**src/rtl/bp_cce_lce_req_responder.sv**
```systemverilog
`timescale 1ns/1ps
`default_nettype none
// ============================================================================
//  Module   : bp_cce_lce_req_responder
//  Purpose  : CCE-side responder for LCE miss requests. Accepts one miss
//             request, reads the block from memory, sends a data command and
//             then a set-tag command to the requesting LCE, and waits for the
//             matching coherence ack before accepting another request.
//             Only one transaction is outstanding at a time.
//  Revision : 1.0 - initial release
//
//  Ports
//    clk_i, reset_i                 clock, asynchronous active-high reset
//    lce_req_i/_v_i/_ready_o        LCE request (ready/valid)
//    mem_cmd_addr_o/_v_o/_ready_i   memory block read command (ready/valid)
//    mem_data_i/_v_i/_yumi_o        memory block return (valid/yumi)
//    lce_data_cmd_*                 data command to the requesting LCE
//    lce_cmd_*                      set-tag command to the requesting LCE
//    lce_resp_i/_v_i/_yumi_o        LCE response (coherence ack)
//    busy_o                         a transaction is in flight
//    bad_resp_o                     a non-matching response is being dropped
// ============================================================================
module bp_cce_lce_req_responder #(
    parameter int NUM_LCE_P          = 2,
    parameter int PADDR_WIDTH_P      = 22,
    parameter int WAYS_P             = 8,
    parameter int BLOCK_DATA_WIDTH_P = 512,
    localparam int LCE_ID_W          = $clog2(NUM_LCE_P),
    localparam int WAY_W             = $clog2(WAYS_P)
) (
    input  logic                          clk_i,
    input  logic                          reset_i,

    input  logic [96:0]                   lce_req_i,
    input  logic                          lce_req_v_i,
    output logic                          lce_req_ready_o,

    output logic [PADDR_WIDTH_P-1:0]      mem_cmd_addr_o,
    output logic                          mem_cmd_v_o,
    input  logic                          mem_cmd_ready_i,

    input  logic [BLOCK_DATA_WIDTH_P-1:0] mem_data_i,
    input  logic                          mem_data_v_i,
    output logic                          mem_data_yumi_o,

    output logic [LCE_ID_W-1:0]           lce_data_cmd_dst_o,
    output logic [WAY_W-1:0]              lce_data_cmd_way_o,
    output logic [PADDR_WIDTH_P-1:0]      lce_data_cmd_addr_o,
    output logic [BLOCK_DATA_WIDTH_P-1:0] lce_data_cmd_data_o,
    output logic                          lce_data_cmd_v_o,
    input  logic                          lce_data_cmd_ready_i,

    output logic [LCE_ID_W-1:0]           lce_cmd_dst_o,
    output logic [WAY_W-1:0]              lce_cmd_way_o,
    output logic [PADDR_WIDTH_P-1:0]      lce_cmd_addr_o,
    output logic [1:0]                    lce_cmd_state_o,
    output logic                          lce_cmd_type_o,
    output logic                          lce_cmd_v_o,
    input  logic                          lce_cmd_ready_i,

    input  logic [25:0]                   lce_resp_i,
    input  logic                          lce_resp_v_i,
    output logic                          lce_resp_yumi_o,

    output logic                          busy_o,
    output logic                          bad_resp_o
);

    // Request / response field positions
    localparam int REQ_ID_MSB   = 31;
    localparam int REQ_MISS_BIT = 29;
    localparam int REQ_ADDR_LSB = 7;
    localparam int REQ_WAY_LSB  = 4;
    localparam int REQ_NX_BIT   = 32;
    localparam int RSP_ID_MSB   = 24;
    localparam int RSP_ADDR_LSB = 0;

    localparam logic [1:0] COH_ACK   = 2'b11;
    localparam logic [1:0] COH_ST_S  = 2'b01;
    localparam logic [1:0] COH_ST_E  = 2'b10;

    typedef enum logic [2:0] {
        ST_READY     = 3'd0,
        ST_MEM_REQ   = 3'd1,
        ST_MEM_WAIT  = 3'd2,
        ST_SEND_DATA = 3'd3,
        ST_SEND_TAG  = 3'd4,
        ST_WAIT_ACK  = 3'd5
    } state_e;

    state_e                          state_q, state_d;
    logic [LCE_ID_W-1:0]             id_q, id_d;
    logic [PADDR_WIDTH_P-1:0]        addr_q, addr_d;
    logic [WAY_W-1:0]                way_q, way_d;
    logic                            nx_q, nx_d;
    logic [BLOCK_DATA_WIDTH_P-1:0]   data_q, data_d;

    logic w_ack_match;
    logic w_unused;

    // Only the listed fields of the request/response buses carry meaning.
    assign w_unused = ^{lce_req_i, lce_resp_i};

    assign w_ack_match = (lce_resp_i[23:22] == COH_ACK)
                      && (lce_resp_i[RSP_ID_MSB -: LCE_ID_W] == id_q)
                      && (lce_resp_i[RSP_ADDR_LSB +: PADDR_WIDTH_P] == addr_q);

    always_comb begin
        state_d = state_q;
        id_d    = id_q;
        addr_d  = addr_q;
        way_d   = way_q;
        nx_d    = nx_q;
        data_d  = data_q;
        case (state_q)
            ST_READY: begin
                // Non-miss requests are consumed (ready is high) but ignored.
                if (lce_req_v_i && lce_req_i[REQ_MISS_BIT]) begin
                    id_d    = lce_req_i[REQ_ID_MSB -: LCE_ID_W];
                    addr_d  = lce_req_i[REQ_ADDR_LSB +: PADDR_WIDTH_P];
                    way_d   = lce_req_i[REQ_WAY_LSB +: WAY_W];
                    nx_d    = lce_req_i[REQ_NX_BIT];
                    state_d = ST_MEM_REQ;
                end
            end
            ST_MEM_REQ: begin
                if (mem_cmd_ready_i) begin
                    state_d = ST_MEM_WAIT;
                end
            end
            ST_MEM_WAIT: begin
                if (mem_data_v_i) begin
                    data_d  = mem_data_i;
                    state_d = ST_SEND_DATA;
                end
            end
            ST_SEND_DATA: begin
                if (lce_data_cmd_ready_i) begin
                    state_d = ST_SEND_TAG;
                end
            end
            ST_SEND_TAG: begin
                if (lce_cmd_ready_i) begin
                    state_d = ST_WAIT_ACK;
                end
            end
            ST_WAIT_ACK: begin
                // Mismatched responses are consumed and dropped in place.
                if (lce_resp_v_i && w_ack_match) begin
                    state_d = ST_READY;
                end
            end
            default: begin
                state_d = ST_READY;
            end
        endcase
    end

    always_ff @(posedge clk_i or posedge reset_i) begin
        if (reset_i) begin
            state_q <= ST_READY;
            id_q    <= '0;
            addr_q  <= '0;
            way_q   <= '0;
            nx_q    <= 1'b0;
            data_q  <= '0;
        end else begin
            state_q <= state_d;
            id_q    <= id_d;
            addr_q  <= addr_d;
            way_q   <= way_d;
            nx_q    <= nx_d;
            data_q  <= data_d;
        end
    end

    // Valids decode the registered state, so payloads (held in the latched
    // registers) stay stable until the corresponding handshake completes.
    assign lce_req_ready_o     = (state_q == ST_READY) && !reset_i;

    assign mem_cmd_addr_o      = addr_q;
    assign mem_cmd_v_o         = (state_q == ST_MEM_REQ);
    assign mem_data_yumi_o     = (state_q == ST_MEM_WAIT) && mem_data_v_i;

    assign lce_data_cmd_dst_o  = id_q;
    assign lce_data_cmd_way_o  = way_q;
    assign lce_data_cmd_addr_o = addr_q;
    assign lce_data_cmd_data_o = data_q;
    assign lce_data_cmd_v_o    = (state_q == ST_SEND_DATA);

    assign lce_cmd_dst_o       = id_q;
    assign lce_cmd_way_o       = way_q;
    assign lce_cmd_addr_o      = addr_q;
    assign lce_cmd_state_o     = nx_q ? COH_ST_S : COH_ST_E;
    assign lce_cmd_type_o      = 1'b0;
    assign lce_cmd_v_o         = (state_q == ST_SEND_TAG);

    assign lce_resp_yumi_o     = (state_q == ST_WAIT_ACK) && lce_resp_v_i;
    assign bad_resp_o          = (state_q == ST_WAIT_ACK) && lce_resp_v_i && !w_ack_match;

    assign busy_o              = (state_q != ST_READY);

endmodule
`default_nettype wire

```
**config.mk**
```make
export PLATFORM = sky130hd
export DESIGN_NAME = bp_cce_lce_req_responder
export DESIGN_NICKNAME = d
export VERILOG_FILES = /design/src/rtl/bp_cce_lce_req_responder.sv
export SDC_FILE = /design/constraint.sdc
export NUM_CORES = 1
export LEC_CHECK = 0
export ABC_AREA = 1
export BUFFER_PORTS_ARGS = -buffer_cell sky130_fd_sc_hd__clkbuf_2
export CAP_MARGIN = 5
export CORE_AREA = 2 2 488 490
export CTS_CLUSTER_DIAMETER = 200
export CTS_CLUSTER_SIZE = 10
export DETAILED_ROUTE_END_ITERATION = 8
export DIE_AREA = 0 0 490 492
export SLEW_MARGIN = 20
export SYNTH_ARGS = -nofsm -noshare
export SYNTH_HDL_FRONTEND = slang
export SYNTH_SLANG_ARGS = --single-unit
```
**constraint.sdc**
```tcl
create_clock -name clk_i -period 25.8 [get_ports clk_i]
set_input_delay 5.16 -clock clk_i [delete_from_list [all_inputs] [get_ports clk_i]]
set_output_delay 5.16 -clock clk_i [all_outputs]
set_load 0.005 [all_outputs]
```
==> results by stage <==
Run status:
- The flow ran to the end, and the final reports show no timing, DRC or antenna violations.

Yosys:
- Yosys attributes the largest share of cell area to dfrtp_1 64%, nand2_1 28%, buf_2 2.5%.
- The top cell type by total area after synthesis is dfrtp_1.
- The cell area after synthesis is 21210 µm².
- In this run, synthesis produced a sequential element count of 542.
- The mean post-synth cell area is 8.664 µm².
- In this run the biggest area consumer among cell types represents 63.95% of the synthesized area.
- The synthesized netlist cell count is around 2400.
- The number of enable-type register cells in the synthesized netlist is 0.
- For this run, the register share of the synthesized area comes to 63.95%.
- The number of different library cells used by synthesis comes to 21.
- Among all flip-flop cells after synthesis, the most frequent one is dfrtp_1.
- Counting every net in the synthesized netlist gives 3091.
- The Yosys step of the flow raised 0 warnings.
- The share of async-settable or async-resettable flops after synthesis is 100.0%.

Clocking:
- The number of sinks handled by clock tree synthesis is around 540.
- The H-tree generated during clock tree synthesis spans 2 levels.
- The number of buffers added by the clock tree synthesis step is 60.
- After clock tree synthesis, the repair step resized 0 gates.
- The count of hold-fix buffers inserted at cts is 0.
- The tree is rooted in a clkbuf_16.
- For the worst-skew pair, the clock arrives at the later sink with an insertion delay of 0.73 ns.
- The post-CTS setup buffer count is 0.
- Clock-pin slew was measured on the worst setup and hold paths at 0.06 ns.
- The clock passes through at most 3 buffers.
- The CTS tree is built.

Worst setup path:
- The worst flop-to-flop path endpoint is lce_data_cmd_data_o[174].
- The signal on the critical path passes through clkbuf_2 -> inv_1 -> nand2_1 -> nand2_1 -> nor2_1 -> nand2_1 -> nor2_1 -> nand3_1 -> nand2_1 -> inv_1 -> clkbuf_2.
- The worst-path maximum fanout is 2.
- The endpoint arrival time on the critical path is ~6.4 ns.
- The type of the worst setup path is in -> out.
- The startpoint kind of the worst setup timing path is an input pin.
- Measured in cells, the most critical reg-to-reg path has a length of 8.
- In this design, the stage delay of the slowest critical-path cell is 0.27 ns.
- The most frequent cell on the critical path is nand2_1.
- The endpoint kind of the worst setup timing path is an output port.
- The highest-delay cell along the critical path is nor2_1.
- Data on the critical path is required at its endpoint by 20.64 ns.
- The worst register-to-register path has a setup slack of roughly 22 ns.
- The startpoint identified for the worst register-to-register timing path is state_q[2].

STA:
- At the pin with the least slew margin, the transition time is 1.069 ns.
- The number of slew-limit violations in the final report is 0.
- The worst pin sits at a relative slew slack of 28.74%.
- The clock arrives with 0.02272 ns of skew.
- Setup repair after global routing left no endpoint under its margin.
- Setup violations remaining at the end of the flow were counted as 0.
- The worst hold-check slack is approximately 0.47 ns.
- The final hold violation count was 0.
- The post-route fraction of the period consumed by the critical path is 44.64%.
- Static timing analysis puts the maximum clock frequency at 86.84 MHz.
- After routing, the total negative slack on setup checks comes to 0 ns.
- The time the worst path needs with I/O delays and setup is 11.52 ns.

Die:
- The full die area is 241100 µm².
- The floorplan has between 150 and 200 rows.
- During I/O placement, the number of pins put on the boundary was 1240.
- For this configuration, the core starts out at a cell density of 8.976%.
- The die is between 400 and 500 µm wide.
- After floorplanning, the core was sized to cover 236300 µm².
- From bottom edge to top edge, the die measures 492 µm.

Hold path:
- The type of the tightest min-delay check is reg -> reg.
- The sink of the worst hold path is lce_data_cmd_data_o[41].
- Along the worst hold path, the cell count comes to 2.
- The worst hold path begins at lce_data_cmd_data_o[41].

GRT:
- The all-layer global routing usage is 13.26%.
- The initial antenna violation count is approximately 290.
- The first global-routing pass estimated around 210000 µm of wire.
- The via count of the first global-routing pass is 19750.
- Summed over all layers, the global routing overflow is 0.
- Entering global routing, the biggest net connects 148 pins.

Cells and area:
- For this run, the number of standard cells in the final layout without fillers is 6766.
- In the final design database the tool counted roughly 4200 nets.
- The number of filler instances in the final layout is 27290.
- The share of layout cells above drive strength 1 is 36.04%.
- From synthesis to final layout, the design area changed by 51.07%.

Placement:
- Routability-driven placement finished with a final weighted congestion of between 0.9 and 1.
- After detailed placement, the design holds a cell count of around 6600.
- Detailed placement finished with a half-perimeter wire length of 140800 µm.
- The number of buffers inserted by port buffering is 1168.

Detailed routing:
- The total wire length is 164200 µm.
- In the routed layout, each cell is associated on average with a via count of a little over 3.
- The detailed-route wire length per cell is 24.27 µm.
- The number of DRC violations after detailed routing is 0.
- Detailed routing inserted a total of about 21000 vias.
- For this run, the detailed router's first-pass iteration total came to 5.
- The count of nets left with antenna violations once routing finished came out at 0.
- The first routing iteration left 1373 violations.

Power and ir drop:
- The overall power after layout is 3647 µW.
- The power density over the cells is 113.8 nW/µm².
- VDD sags by at most about 0.080 mV.
- For this design the static power due to leakage is 0.01764 µW.

Job:
- The total of max-cap violations is 0.
[how the worst max path moves through the flow]
| stage | startpoint | endpoint | cells past startpoint |
|---|---|---|---|
| 5_1_grt | lce_resp_i[18] | bad_resp_o | 11 |
| 2_1_floorplan | reset_i | lce_cmd_addr_o[0] | 1 |
| 4_1_cts | lce_resp_i[18] | bad_resp_o | 11 |
| 6_report | lce_resp_i[18] | bad_resp_o | 11 |
| 3_5_place_dp | lce_resp_i[18] | bad_resp_o | 11 |
| 3_3_place_gp | lce_resp_i[18] | bad_resp_o | 11 |
[worst max-delay path: cells and delay by family]
| kind | cells | cell delay, ns |
|---|---|---|
| AND/OR/NAND/NOR | 7 | 0.80 |
| buffers and inverters | 4 | 0.39 |
[flip-flops by register name, indices dropped and copies added, names as in the netlist]
name / flops
lce_cmd_addr_o: 22
lce_cmd_dst_o: 1
lce_cmd_way_o: 3
lce_data_cmd_data_o: 512
nx_q: 1
state_q: 3
[kinds of logic (layout without fill, tap and decap cells)]
logic type / after synthesis / count (layout) / synth area share, %
AND/OR/NAND/NOR: 1658 / 1658 / 29.47
flip-flops: 542 / 542 / 63.95
buffers and inverters: 211 / 1304 / 5.268
AO/OA/AOI/OAI: 20 / 20 / 0.4779
multiplexers: 13 / 13 / 0.6902
XOR/XNOR: 3 / 3 / 0.1239
other: 1 / 59 / 0.01768
[per-layer routing]
metal	GRT usage, %	vias up	routed length (µm)
li1	-	9520	-
met1	12.90	9308	53930
met2	20.14	1250	69940
met3	11.99	428	32740
met4	4.202	252	5976
met5	0	-	1615
[stage by stage]
stage | area, µm² | utilization [%] | setup slack, ns
detailed placement | 30270 | 12.81 | 14.13
finish | 32040 | 13.56 | 14.28
floorplan | 21210 | - | 5.490
global route | 31930 | 13.51 | 14.04
CTS | 31900 | 13.50 | 14.12
global placement | 30270 | 12.81 | 14.11
[cell usage after synthesis, types with 2 or more instances]
| library cell | number |
|---|---|
| mux2_2 | 13 |
| nand2_1 | 1602 |
| inv_2 | 2 |
| nor2_1 | 42 |
| buf_4 | 51 |
| inv_1 | 43 |
| buf_1 | 3 |
| nor3_1 | 2 |
| a21oi_1 | 15 |
| dfrtp_1 | 542 |
| clkbuf_1 | 5 |
| nand3_1 | 8 |
| xor2_1 | 3 |
| buf_2 | 107 |
| o21ai_0 | 4 |
[cells in the final DEF (no fill, tap or decap)]
cell / Yosys / routed
nand2_1: 1602 / 1602
mux2_2: 13 / 13
nand3_2: 0 / 1
buf_12: 0 / 1
clkbuf_16: 0 / 61
o22ai_1: 1 / 1
conb_1: 1 / 1
dfrtp_1: 542 / 542
and2_1: 1 / 1
inv_2: 2 / 1
o21ai_0: 4 / 4
clkbuf_8: 0 / 3
diode_2: 0 / 58
nand3_1: 8 / 7
nand4_1: 1 / 1
nor3_1: 2 / 2
inv_1: 43 / 42
clkinv_8: 0 / 1
clkinv_16: 0 / 1
xor2_1: 3 / 3
inv_8: 0 / 2
nor2_4: 1 / 1
clkbuf_2: 0 / 1168
buf_4: 51 / 22
nor2_2: 1 / 1
nor2_1: 42 / 42
clkbuf_1: 5 / 2
a21oi_1: 15 / 15
[power breakdown]
| group | internal, µW | leakage, µW | total [µW] | switching [µW] |
|---|---|---|---|---|
| registers | 1230 | 0.00681 | 1470 | 240 |
| clock network | 423 | 0.000794 | 821 | 398 |
| logic | 490 | 0.0100 | 1360 | 867 |
| total | 2140 | 0.0176 | 3650 | 1500 |
[layout make-up]
type	instances	area [µm²]	area share [%]
flip-flops and latches	542	13560	42.33
multi-input cells	1695	6534	20.39
inverters	45	183.9	0.5740
clock inverters	2	46.29	0.1445
repair buffers	1191	6031	18.82
clock buffers	66	1575	4.916
well taps	3167	3963	12.37
diodes	58	145.1	0.4530
Power figures use the tool's default switching activity.
